`config.mk`:
```
export PLATFORM = sky130hd
export DESIGN_NAME = battle_hp_datapath_flat
export DESIGN_NICKNAME = d
export VERILOG_FILES = /design/src/rtl/battle_hp_if.sv /design/src/rtl/battle_hp_datapath.sv /design/src/flat_wrapper.sv
export SDC_FILE = /design/constraint.sdc
export NUM_CORES = 1
export LEC_CHECK = 0
export CORE_MARGIN = 2
export CORE_UTILIZATION = 60
export DETAILED_ROUTE_END_ITERATION = 10
export PLACE_DENSITY = 0.83
export SETUP_SLACK_MARGIN = 0.3
export SLEW_MARGIN = 20
export SYNTH_ARGS = -nofsm -noshare
export SYNTH_HDL_FRONTEND = slang
export SYNTH_SLANG_ARGS = --single-unit
export TNS_END_PERCENT = 30
```
`constraint.sdc`:
```
create_clock -name clk -period 5.05 [get_ports clk]
set_input_delay 1.01 -clock clk [delete_from_list [all_inputs] [get_ports clk]]
set_output_delay 1.01 -clock clk [all_outputs]
set_load 0.1 [all_outputs]
```
`src/rtl/battle_hp_if.sv`:
```
// Strobe/result bundle between the battle control FSM and the HP datapath.
//   master : FSM side; drives move_in and the per-state level strobes,
//            reads HP, damage, busy, calc_done and hp_is_zero.
//   slave  : datapath side; the mirror image.
interface battle_hp_if #(
  parameter int unsigned HP_W = 8
);
  logic [1:0]      move_in;
  logic            ld_pm;
  logic            calc_ph;
  logic            apply_ad;
  logic            ld_am;
  logic            calc_ah;
  logic            apply_pd;
  logic [HP_W-1:0] player_hp;
  logic [HP_W-1:0] ai_hp;
  logic [HP_W-1:0] damage;
  logic            busy;
  logic            calc_done;
  logic            hp_is_zero;

  modport master (
    output move_in, ld_pm, calc_ph, apply_ad, ld_am, calc_ah, apply_pd,
    input  player_hp, ai_hp, damage, busy, calc_done, hp_is_zero
  );

  modport slave (
    input  move_in, ld_pm, calc_ph, apply_ad, ld_am, calc_ah, apply_pd,
    output player_hp, ai_hp, damage, busy, calc_done, hp_is_zero
  );
endinterface

```
`src/rtl/battle_hp_datapath.sv`:
```
// Battle HP datapath: holds player/AI HP, latches moves, computes damage
// with a 4-cycle shift-add multiplier and applies it on apply strobes.
// Ports:
//   clk   : system clock
//   reset : synchronous, active-high reset
//   bus   : battle_hp_if slave (FSM strobes in; HP, damage, busy,
//           calc_done, hp_is_zero out)
module battle_hp_datapath #(
  parameter int unsigned HP_W    = 8,
  parameter int unsigned INIT_HP = 100,
  parameter logic [3:0]  P_ATK   = 4'd3,
  parameter logic [3:0]  A_ATK   = 4'd2
) (
  input logic         clk,
  input logic         reset,
  battle_hp_if.slave  bus
);

  // Accumulator must hold a full 4x4 product before saturation.
  localparam int unsigned AccW = (HP_W > 8) ? HP_W : 8;
  localparam logic [AccW-1:0] HpMax = AccW'((64'd1 << HP_W) - 64'd1);

  typedef enum logic [1:0] {StIdle, StMul, StDone} mul_state_e;

  mul_state_e      state_q, state_d;
  logic [1:0]      pm_q, pm_d, am_q, am_d;
  logic [AccW-1:0] mcand_q, mcand_d, acc_q, acc_d, prod_sat;
  logic [3:0]      mplier_q, mplier_d;
  logic [1:0]      bit_q, bit_d;
  logic [HP_W-1:0] damage_q, damage_d, player_hp_q, player_hp_d, ai_hp_q, ai_hp_d;
  logic            calc_done_q, calc_done_d;
  logic            pending_q, pending_d, pend_ai_q, pend_ai_d;
  logic            calc_ph_q, calc_ah_q, apply_ad_q, apply_pd_q;
  logic            calc_ph_edge, calc_ah_edge, apply_ad_edge, apply_pd_edge;

  function automatic logic [3:0] power(input logic [1:0] m);
    logic [3:0] p;
    unique case (m)
      2'd0: p = 4'd4;
      2'd1: p = 4'd6;
      2'd2: p = 4'd8;
      default: p = 4'd10;
    endcase
    return p;
  endfunction

  function automatic logic [HP_W-1:0] sub_sat(input logic [HP_W-1:0] hp,
                                               input logic [HP_W-1:0] d);
    return (hp > d) ? hp - d : '0;
  endfunction

  assign calc_ph_edge  = bus.calc_ph  & ~calc_ph_q;
  assign calc_ah_edge  = bus.calc_ah  & ~calc_ah_q;
  assign apply_ad_edge = bus.apply_ad & ~apply_ad_q;
  assign apply_pd_edge = bus.apply_pd & ~apply_pd_q;

  always_comb begin
    prod_sat = (acc_q > HpMax) ? HpMax : acc_q;
  end

  always_comb begin
    state_d     = state_q;
    pm_d        = pm_q;
    am_d        = am_q;
    mcand_d     = mcand_q;
    mplier_d    = mplier_q;
    bit_d       = bit_q;
    acc_d       = acc_q;
    damage_d    = damage_q;
    player_hp_d = player_hp_q;
    ai_hp_d     = ai_hp_q;
    calc_done_d = 1'b0;
    pending_d   = pending_q;
    pend_ai_d   = pend_ai_q;

    if (bus.ld_pm) pm_d = bus.move_in;
    if (bus.ld_am) am_d = bus.move_in;

    unique case (state_q)
      StIdle: begin
        if (calc_ph_edge || calc_ah_edge) begin
          mcand_d  = calc_ph_edge ? AccW'(power(pm_q)) : AccW'(power(am_q));
          mplier_d = calc_ph_edge ? P_ATK : A_ATK;
          acc_d    = '0;
          bit_d    = '0;
          state_d  = StMul;
        end
        if (apply_ad_edge)      ai_hp_d     = sub_sat(ai_hp_q, damage_q);
        else if (apply_pd_edge) player_hp_d = sub_sat(player_hp_q, damage_q);
      end
      StMul: begin
        // Multiplicand shifts left as the multiplier shifts right, so each
        // step adds multiplicand << i for multiplier bit i.
        if (mplier_q[0]) acc_d = acc_q + mcand_q;
        mcand_d  = mcand_q << 1;
        mplier_d = mplier_q >> 1;
        bit_d    = bit_q + 2'd1;
        if (bit_q == 2'd3) state_d = StDone;
        if (!pending_q) begin
          if (apply_ad_edge) begin
            pending_d = 1'b1;
            pend_ai_d = 1'b1;
          end else if (apply_pd_edge) begin
            pending_d = 1'b1;
            pend_ai_d = 1'b0;
          end
        end
      end
      StDone: begin
        damage_d    = prod_sat[HP_W-1:0];
        calc_done_d = 1'b1;
        state_d     = StIdle;
        // Deferred or same-cycle applies both use the fresh product.
        if (pending_q) begin
          if (pend_ai_q) ai_hp_d     = sub_sat(ai_hp_q, prod_sat[HP_W-1:0]);
          else           player_hp_d = sub_sat(player_hp_q, prod_sat[HP_W-1:0]);
          pending_d = 1'b0;
        end else if (apply_ad_edge) begin
          ai_hp_d = sub_sat(ai_hp_q, prod_sat[HP_W-1:0]);
        end else if (apply_pd_edge) begin
          player_hp_d = sub_sat(player_hp_q, prod_sat[HP_W-1:0]);
        end
      end
      default: state_d = StIdle;
    endcase
  end

  always_ff @(posedge clk) begin
    if (reset) begin
      state_q     <= StIdle;
      pm_q        <= '0;
      am_q        <= '0;
      mcand_q     <= '0;
      mplier_q    <= '0;
      bit_q       <= '0;
      acc_q       <= '0;
      damage_q    <= '0;
      player_hp_q <= HP_W'(INIT_HP);
      ai_hp_q     <= HP_W'(INIT_HP);
      calc_done_q <= 1'b0;
      pending_q   <= 1'b0;
      pend_ai_q   <= 1'b0;
      calc_ph_q   <= 1'b0;
      calc_ah_q   <= 1'b0;
      apply_ad_q  <= 1'b0;
      apply_pd_q  <= 1'b0;
    end else begin
      state_q     <= state_d;
      pm_q        <= pm_d;
      am_q        <= am_d;
      mcand_q     <= mcand_d;
      mplier_q    <= mplier_d;
      bit_q       <= bit_d;
      acc_q       <= acc_d;
      damage_q    <= damage_d;
      player_hp_q <= player_hp_d;
      ai_hp_q     <= ai_hp_d;
      calc_done_q <= calc_done_d;
      pending_q   <= pending_d;
      pend_ai_q   <= pend_ai_d;
      calc_ph_q   <= bus.calc_ph;
      calc_ah_q   <= bus.calc_ah;
      apply_ad_q  <= bus.apply_ad;
      apply_pd_q  <= bus.apply_pd;
    end
  end

  assign bus.player_hp  = player_hp_q;
  assign bus.ai_hp      = ai_hp_q;
  assign bus.damage     = damage_q;
  assign bus.busy       = (state_q == StMul);
  assign bus.calc_done  = calc_done_q;
  assign bus.hp_is_zero = bus.apply_ad ? (ai_hp_q == '0) :
                          bus.apply_pd ? (player_hp_q == '0) : 1'b0;

endmodule

```
`src/flat_wrapper.sv`:
```
// flat-port wrapper written by rule: the top's interface ports become plain ports
module battle_hp_datapath_flat 
#(
  parameter int unsigned HP_W    = 8,
  parameter int unsigned INIT_HP = 100,
  parameter logic [3:0]  P_ATK   = 4'd3,
  parameter logic [3:0]  A_ATK   = 4'd2
)
  (clk, reset, bus_move_in, bus_ld_pm, bus_calc_ph, bus_apply_ad, bus_ld_am, bus_calc_ah, bus_apply_pd, bus_player_hp, bus_ai_hp, bus_damage, bus_busy, bus_calc_done, bus_hp_is_zero);
  battle_hp_if #(.HP_W(HP_W)) bus_i ();
  input logic clk;
  input logic reset;
  input wire logic [$bits(bus_i.move_in)-1:0] bus_move_in;
  input wire logic [$bits(bus_i.ld_pm)-1:0] bus_ld_pm;
  input wire logic [$bits(bus_i.calc_ph)-1:0] bus_calc_ph;
  input wire logic [$bits(bus_i.apply_ad)-1:0] bus_apply_ad;
  input wire logic [$bits(bus_i.ld_am)-1:0] bus_ld_am;
  input wire logic [$bits(bus_i.calc_ah)-1:0] bus_calc_ah;
  input wire logic [$bits(bus_i.apply_pd)-1:0] bus_apply_pd;
  output wire logic [$bits(bus_i.player_hp)-1:0] bus_player_hp;
  output wire logic [$bits(bus_i.ai_hp)-1:0] bus_ai_hp;
  output wire logic [$bits(bus_i.damage)-1:0] bus_damage;
  output wire logic [$bits(bus_i.busy)-1:0] bus_busy;
  output wire logic [$bits(bus_i.calc_done)-1:0] bus_calc_done;
  output wire logic [$bits(bus_i.hp_is_zero)-1:0] bus_hp_is_zero;
  assign bus_i.move_in = bus_move_in;
  assign bus_i.ld_pm = bus_ld_pm;
  assign bus_i.calc_ph = bus_calc_ph;
  assign bus_i.apply_ad = bus_apply_ad;
  assign bus_i.ld_am = bus_ld_am;
  assign bus_i.calc_ah = bus_calc_ah;
  assign bus_i.apply_pd = bus_apply_pd;
  assign bus_player_hp = bus_i.player_hp;
  assign bus_ai_hp = bus_i.ai_hp;
  assign bus_damage = bus_i.damage;
  assign bus_busy = bus_i.busy;
  assign bus_calc_done = bus_i.calc_done;
  assign bus_hp_is_zero = bus_i.hp_is_zero;
  battle_hp_datapath #(.HP_W(HP_W), .INIT_HP(INIT_HP), .P_ATK(P_ATK), .A_ATK(A_ATK)) u_core (.clk(clk), .reset(reset), .bus(bus_i));
endmodule
```
Word-level counts from Yosys, hierarchy flattened
Index checks and enable logic that the tools add are counted.

storage, ports and cells
  bits in registers = 59
  bits in latches = 0
  RAM bits = 0
  ROM bits = 0
  output and inout bits = 27
  logic and storage cells = 113
  memories = 0

operators by class
  add/sub/neg operators = 6
  multiply operators = 0
  div/mod/pow operators = 0
  magnitude comparators = 5
  equal/unequal tests = 18
  shift-type cells = 0
  muxes and demuxes = 42
  bitwise logic cells = 9
  reductions and logical operators = 16

operators with widths
  cell                  number
  $mux W8               18
  $pmux W8 S2           4
  $gt A8 B8 Y1          4
  $sub A8 B8 Y8         4
  $pmux W4 S3           2
  $logic_not A8 Y1      2
  $ne A2 B1 Y1 const B  5
  $mux W1               9
  $add A8 B8 Y8         1
  $eq A2 B2 Y1 const B  4
  $gt A8 B8 Y1 const B  1
  $mux W4               2
  $pmux W2 S2           2
  $pmux W4 S2           1
  $reduce_bool A2 Y1    4
  $eq A2 B1 Y1 const B  3
  $logic_not A2 Y1      3
  $mux W2               3
  $ne A3 B1 Y1 const B  2
  $ne A3 B3 Y1 const B  2
  $reduce_and A3 Y1     2
  $reduce_and A6 Y1     1
  $not A1 Y1            5
  $and A1 B1 Y1         4
  7 further kinds       8

Longest topological paths before layout
  depth after elaboration = 8
  mapped depth = 9
  depth with buffers taken out = 8

Worst setup path before layout
No wires, ideal clock.

  path kind = register to output
  start = register u_core.ai_hp_q[6] (netlist: u_core.bus.ai_hp[6])
  end = output bus_hp_is_zero
  data arrival time = 4194 ps
  path slack = -154 ps
  cell stages (with the launch flop) = 4
  cell sequence = dfxtp_1 -> nor4_1 -> nand3b_1 -> o41ai_1

on the way
  longest elaborated chain between the ends = 2

ends and longest elaborated chain
  item                      line                       text
  start: declaration        battle_hp_datapath.sv:30   logic [HP_W-1:0] damage_q, damage_d, player_hp_q, player_hp_d, ai_hp_q, ai_hp_d;
  start signal: assignment  battle_hp_datapath.sv:139  ai_hp_q <= HP_W'(INIT_HP);
  start signal: assignment  battle_hp_datapath.sv:157  ai_hp_q <= ai_hp_d;
  $logic_not A8 Y1          battle_hp_datapath.sv:173  assign bus.hp_is_zero = bus.apply_ad ? (ai_hp_q == '0) :
  $mux W1                   battle_hp_datapath.sv:173
  end: declaration          flat_wrapper.sv:25         output wire logic [$bits(bus_i.hp_is_zero)-1:0] bus_hp_is_zero;

No other way between the ends.

Worst setup path in the final report
  start = input bus_apply_ad
  end = output bus_hp_is_zero

on the way
  longest elaborated chain between the ends = 1

ends and longest elaborated chain
  item                line                       text
  start: declaration  flat_wrapper.sv:16         input wire logic [$bits(bus_i.apply_ad)-1:0] bus_apply_ad;
  $mux W1             battle_hp_datapath.sv:173

No other way between the ends.

==> run_results.csv <==
group,metric,value,unit
outcome,outcome,"finished, final reports clean",
place,io_buffers,35,
clock_tree,cts_tree,"yes",
clock_tree,cts.sinks,54,
synthesis,synth_compound_area_share,23.6,%
cells_and_area,multiInputGateArea,0.00265,mm^2
synthesis,synth_top_family_by_area,"compound AO/OA/AOI/OAI gates",
power_and_ir_drop,powerDensity,304,mW/mm^2
timing,timing.final.max_slew_violations,0,
cells_and_area,seq_area,0.00108,mm^2
floorplanning,ios,37,
setup_path,worst_ep_required_time,4.04,ns
power_and_ir_drop,peakVddDrop,0.000241,V
global_route,grt_overflow,0,
routing,vias,3558,
synthesis,synth-simple-area-share,19.6,%
synthesis,synthMuxAreaShare,5.02,%
timing,rsz0062_at_grt,"false",
synthesis,synth_ff_type,"dfxtp_1",
floorplanning,core,0.00631,mm^2
floorplanning,die_h,84.8,um
cells_and_area,n_antenna_cell,0,
synthesis,synth_cell_types,64,
setup_path,crit_path_start_kind,"primary input",
synthesis,synth_edf_count,0,
clock_tree,htreeDepth,2,
synthesis,synth.avg_cell_area,8.39,um^2
routing,ant_nets,0,
floorplanning,die_x,84.8,um
cells_and_area,areaGrowthSynthToFinish,12.6,%
routing,drt-initial-drc-count,196,
clock_tree,cts_buffer_depth,2,
hold_path,hold_depth,2,
power_and_ir_drop,power,1340,uW
setup_path,crit_fanout,5,
timing,hold_viol,0,
clock_tree,clkTransAtPathRegs,0.09,ns
routing,avgRoutedWirePerCell,16.1,um
cells_and_area,nets,549,
clock_tree,post_cts_buffers,0,
timing,slew_headroom,34.9,%
place,place_hpwl,7170,um
cells_and_area,n_fill_cell,515,
global_route,gr-usage-all-layers,26.3,%
synthesis,yosys.area.top_type,"dfxtp_1",
setup_path,r2r_cells,6,
floorplanning,initial_core_util,62.0,%
run,maxCapViolations,0,
synthesis,ys_ff_latch,54,
synthesis,synthArstFlopShare,0,%
routing,dr.pass1.iters,5,
setup_path,path_class,"primary input to output pin",
synthesis,synth_fa_ha_area_share,14.7,%
setup_path,endpoint_kind,"output pin",
global_route,grt_pass1_wl,15500,um
synthesis,syn-cell-area,0.00392,mm^2
setup_path,worstPathArrival,2.33,ns
clock_tree,cts_resized,0,
place,gp_congestion,0.969,
routing,drc,0,
global_route,grt_start_max_net_pins,47,
synthesis,synthCells,467,
power_and_ir_drop,leakage,0.00157,uW
synthesis,synth_area_leaders,"dfxtp_1, ha_1, nor2_1",
clock_tree,numCtsBuffers,5,
timing,final.setup.tns,0,ns
synthesis,synth-warning-count,0,
clock_tree,clkLatencyLatePin,0.30,ns
timing,worst_slew_pin_slew,0.974,ns
timing,period_share,66.0,%
global_route,antenna_found_initial,0,
floorplanning,die-area,0.00719,mm^2
timing,fin_skew,0.00282,ns
cells_and_area,drive_gt1_share,5.63,%
timing,setup_slack,1.71,ns
timing,setup_viol,0,
synthesis,yosysTopAreaCellShare,27.6,%
routing,routed_wl,9260,um
routing,via_per_inst,6.20,
place,dp_slack,1.74,ns
hold_path,hold_path_class,"flop to flop",
synthesis,synth_seq_area_share,27.6,%
clock_tree,cts-root-buf,"clkbuf_8",
clock_tree,cts-hold-fix-buffers,0,
synthesis,synth_xor_area_share,4.03,%
timing,fmax,0.300,GHz
global_route,grt_pass1_vias,3374,
timing,period_minus_slack,3.34,ns
floorplanning,num_rows,29,
cell usage after synthesis, types with 3 or more instances:
library cell  instances
a211oi_1             12
a21o_1                3
a21oi_1              33
a22oi_1              19
a31oi_1               5
and2_1                4
buf_2                 7
clkbuf_1              5
dfxtp_1              54
fa_1                  5
ha_1                 38
inv_1                28
mux2_2                5
mux2i_1              14
nand2_1              24
nand2b_1              9
nand3_1               8
nand3b_1             10
nand4_1               4
nand4b_1              6
nor2_1               47
nor2b_1               7
nor3_1                9
nor4_1                3
o2111ai_1             3
o211ai_1              3
o21a_1                8
o21ai_0              24
o21bai_1              3
o221a_2               4
o22ai_1               4
or3_1                 3
xnor2_1              10
xor2_1                8
report_power, final:
group / switching [uW] / leakage (uW) / internal [uW]
clock: 139 / 0.0000514 / 148
sequential: 38.0 / 0.000440 / 456
combinational: 358 / 0.00108 / 201
total: 536 / 0.00157 / 805
layout make-up:
class	count	share of cell area [%]
clock buffers	6	1.65
multi-input cells	369	60.1
clock inverters	2	0.852
flip-flops and latches	54	24.5
well taps	77	2.19
inverters	29	2.47
repair buffers	37	8.23
final timing paths:
| kind | startpoint | endpoint | slack [ns] |
|---|---|---|---|
| max | bus_apply_ad | bus_hp_is_zero | 1.71 |
| min | u_core.mcand_q[3] | u_core.mcand_q[3] | 0.48 |
| max reg2reg | u_core.state_q[0] | u_core.bus.player_hp[6] | 2.70 |
| min reg2reg | u_core.mcand_q[3] | u_core.mcand_q[3] | 0.48 |
registers in the layout, indices dropped and copies added (netlist names):
name,cells
u_core.calc_ah_q,1
u_core.acc_q,7
u_core.pend_ai_q,1
u_core.mcand_q,7
u_core.pending_q,1
u_core.pm_q,2
u_core.bit_q,2
u_core.calc_ph_q,1
u_core.bus.ai_hp,8
u_core.am_q,2
u_core.bus.damage,7
u_core.state_q,2
u_core.bus.player_hp,8
u_core.apply_ad_q,1
u_core.bus.calc_done,1
u_core.mplier_q,2
u_core.apply_pd_q,1
stage by stage:
stage | std cells | utilization (%) | area [um^2] | hold slack (ns)
6_report | 574 | 69.8 | 4410 | 0.481
5_1_grt | 574 | 69.8 | 4410 | 0.498
2_1_floorplan | 470 | - | 3940 | 0.449
4_1_cts | 574 | 69.8 | 4410 | 0.482
3_3_place_gp | 566 | 68.1 | 4300 | 0.469
3_5_place_dp | 566 | 68.1 | 4300 | 0.468
cells in the final DEF (no fill, tap or decap), types with 10 or more instances in the layout:
| cell type | count |
|---|---|
| nand2_1 | 24 |
| a21oi_1 | 33 |
| xnor2_1 | 10 |
| ha_1 | 38 |
| dfxtp_1 | 54 |
| a22oi_1 | 19 |
| clkdlybuf4s50_1 | 34 |
| nand3b_1 | 10 |
| inv_1 | 28 |
| o21ai_0 | 24 |
| mux2i_1 | 14 |
| nor2_1 | 47 |
| a211oi_1 | 12 |
critical path: stages:
cell,delay (ns)
clkdlybuf4s50_1,0.56
nand3b_1,0.11
o41ai_2,0.28
buf_4,0.36
metal layers:
metal / GRT usage (%) / vias up / wire [um]
li1: - / 1770 / -
met1: 34.5 / 1651 / 4210
met2: 43.9 / 113 / 4350
met3: 4.33 / 24 / 441
met4: 9.24 / 0 / 269
met5: 0 / - / 0
cell families after synthesis:
| family | Yosys count |
|---|---|
| other cells | 2 |
| mux | 19 |
| flops | 54 |
| fa+ha+maj | 43 |
| compound gates | 138 |
| buf+inv | 47 |
| xor+xnor | 18 |
| simple gates | 146 |
No activity file was read; power rests on OpenSTA's default activity.
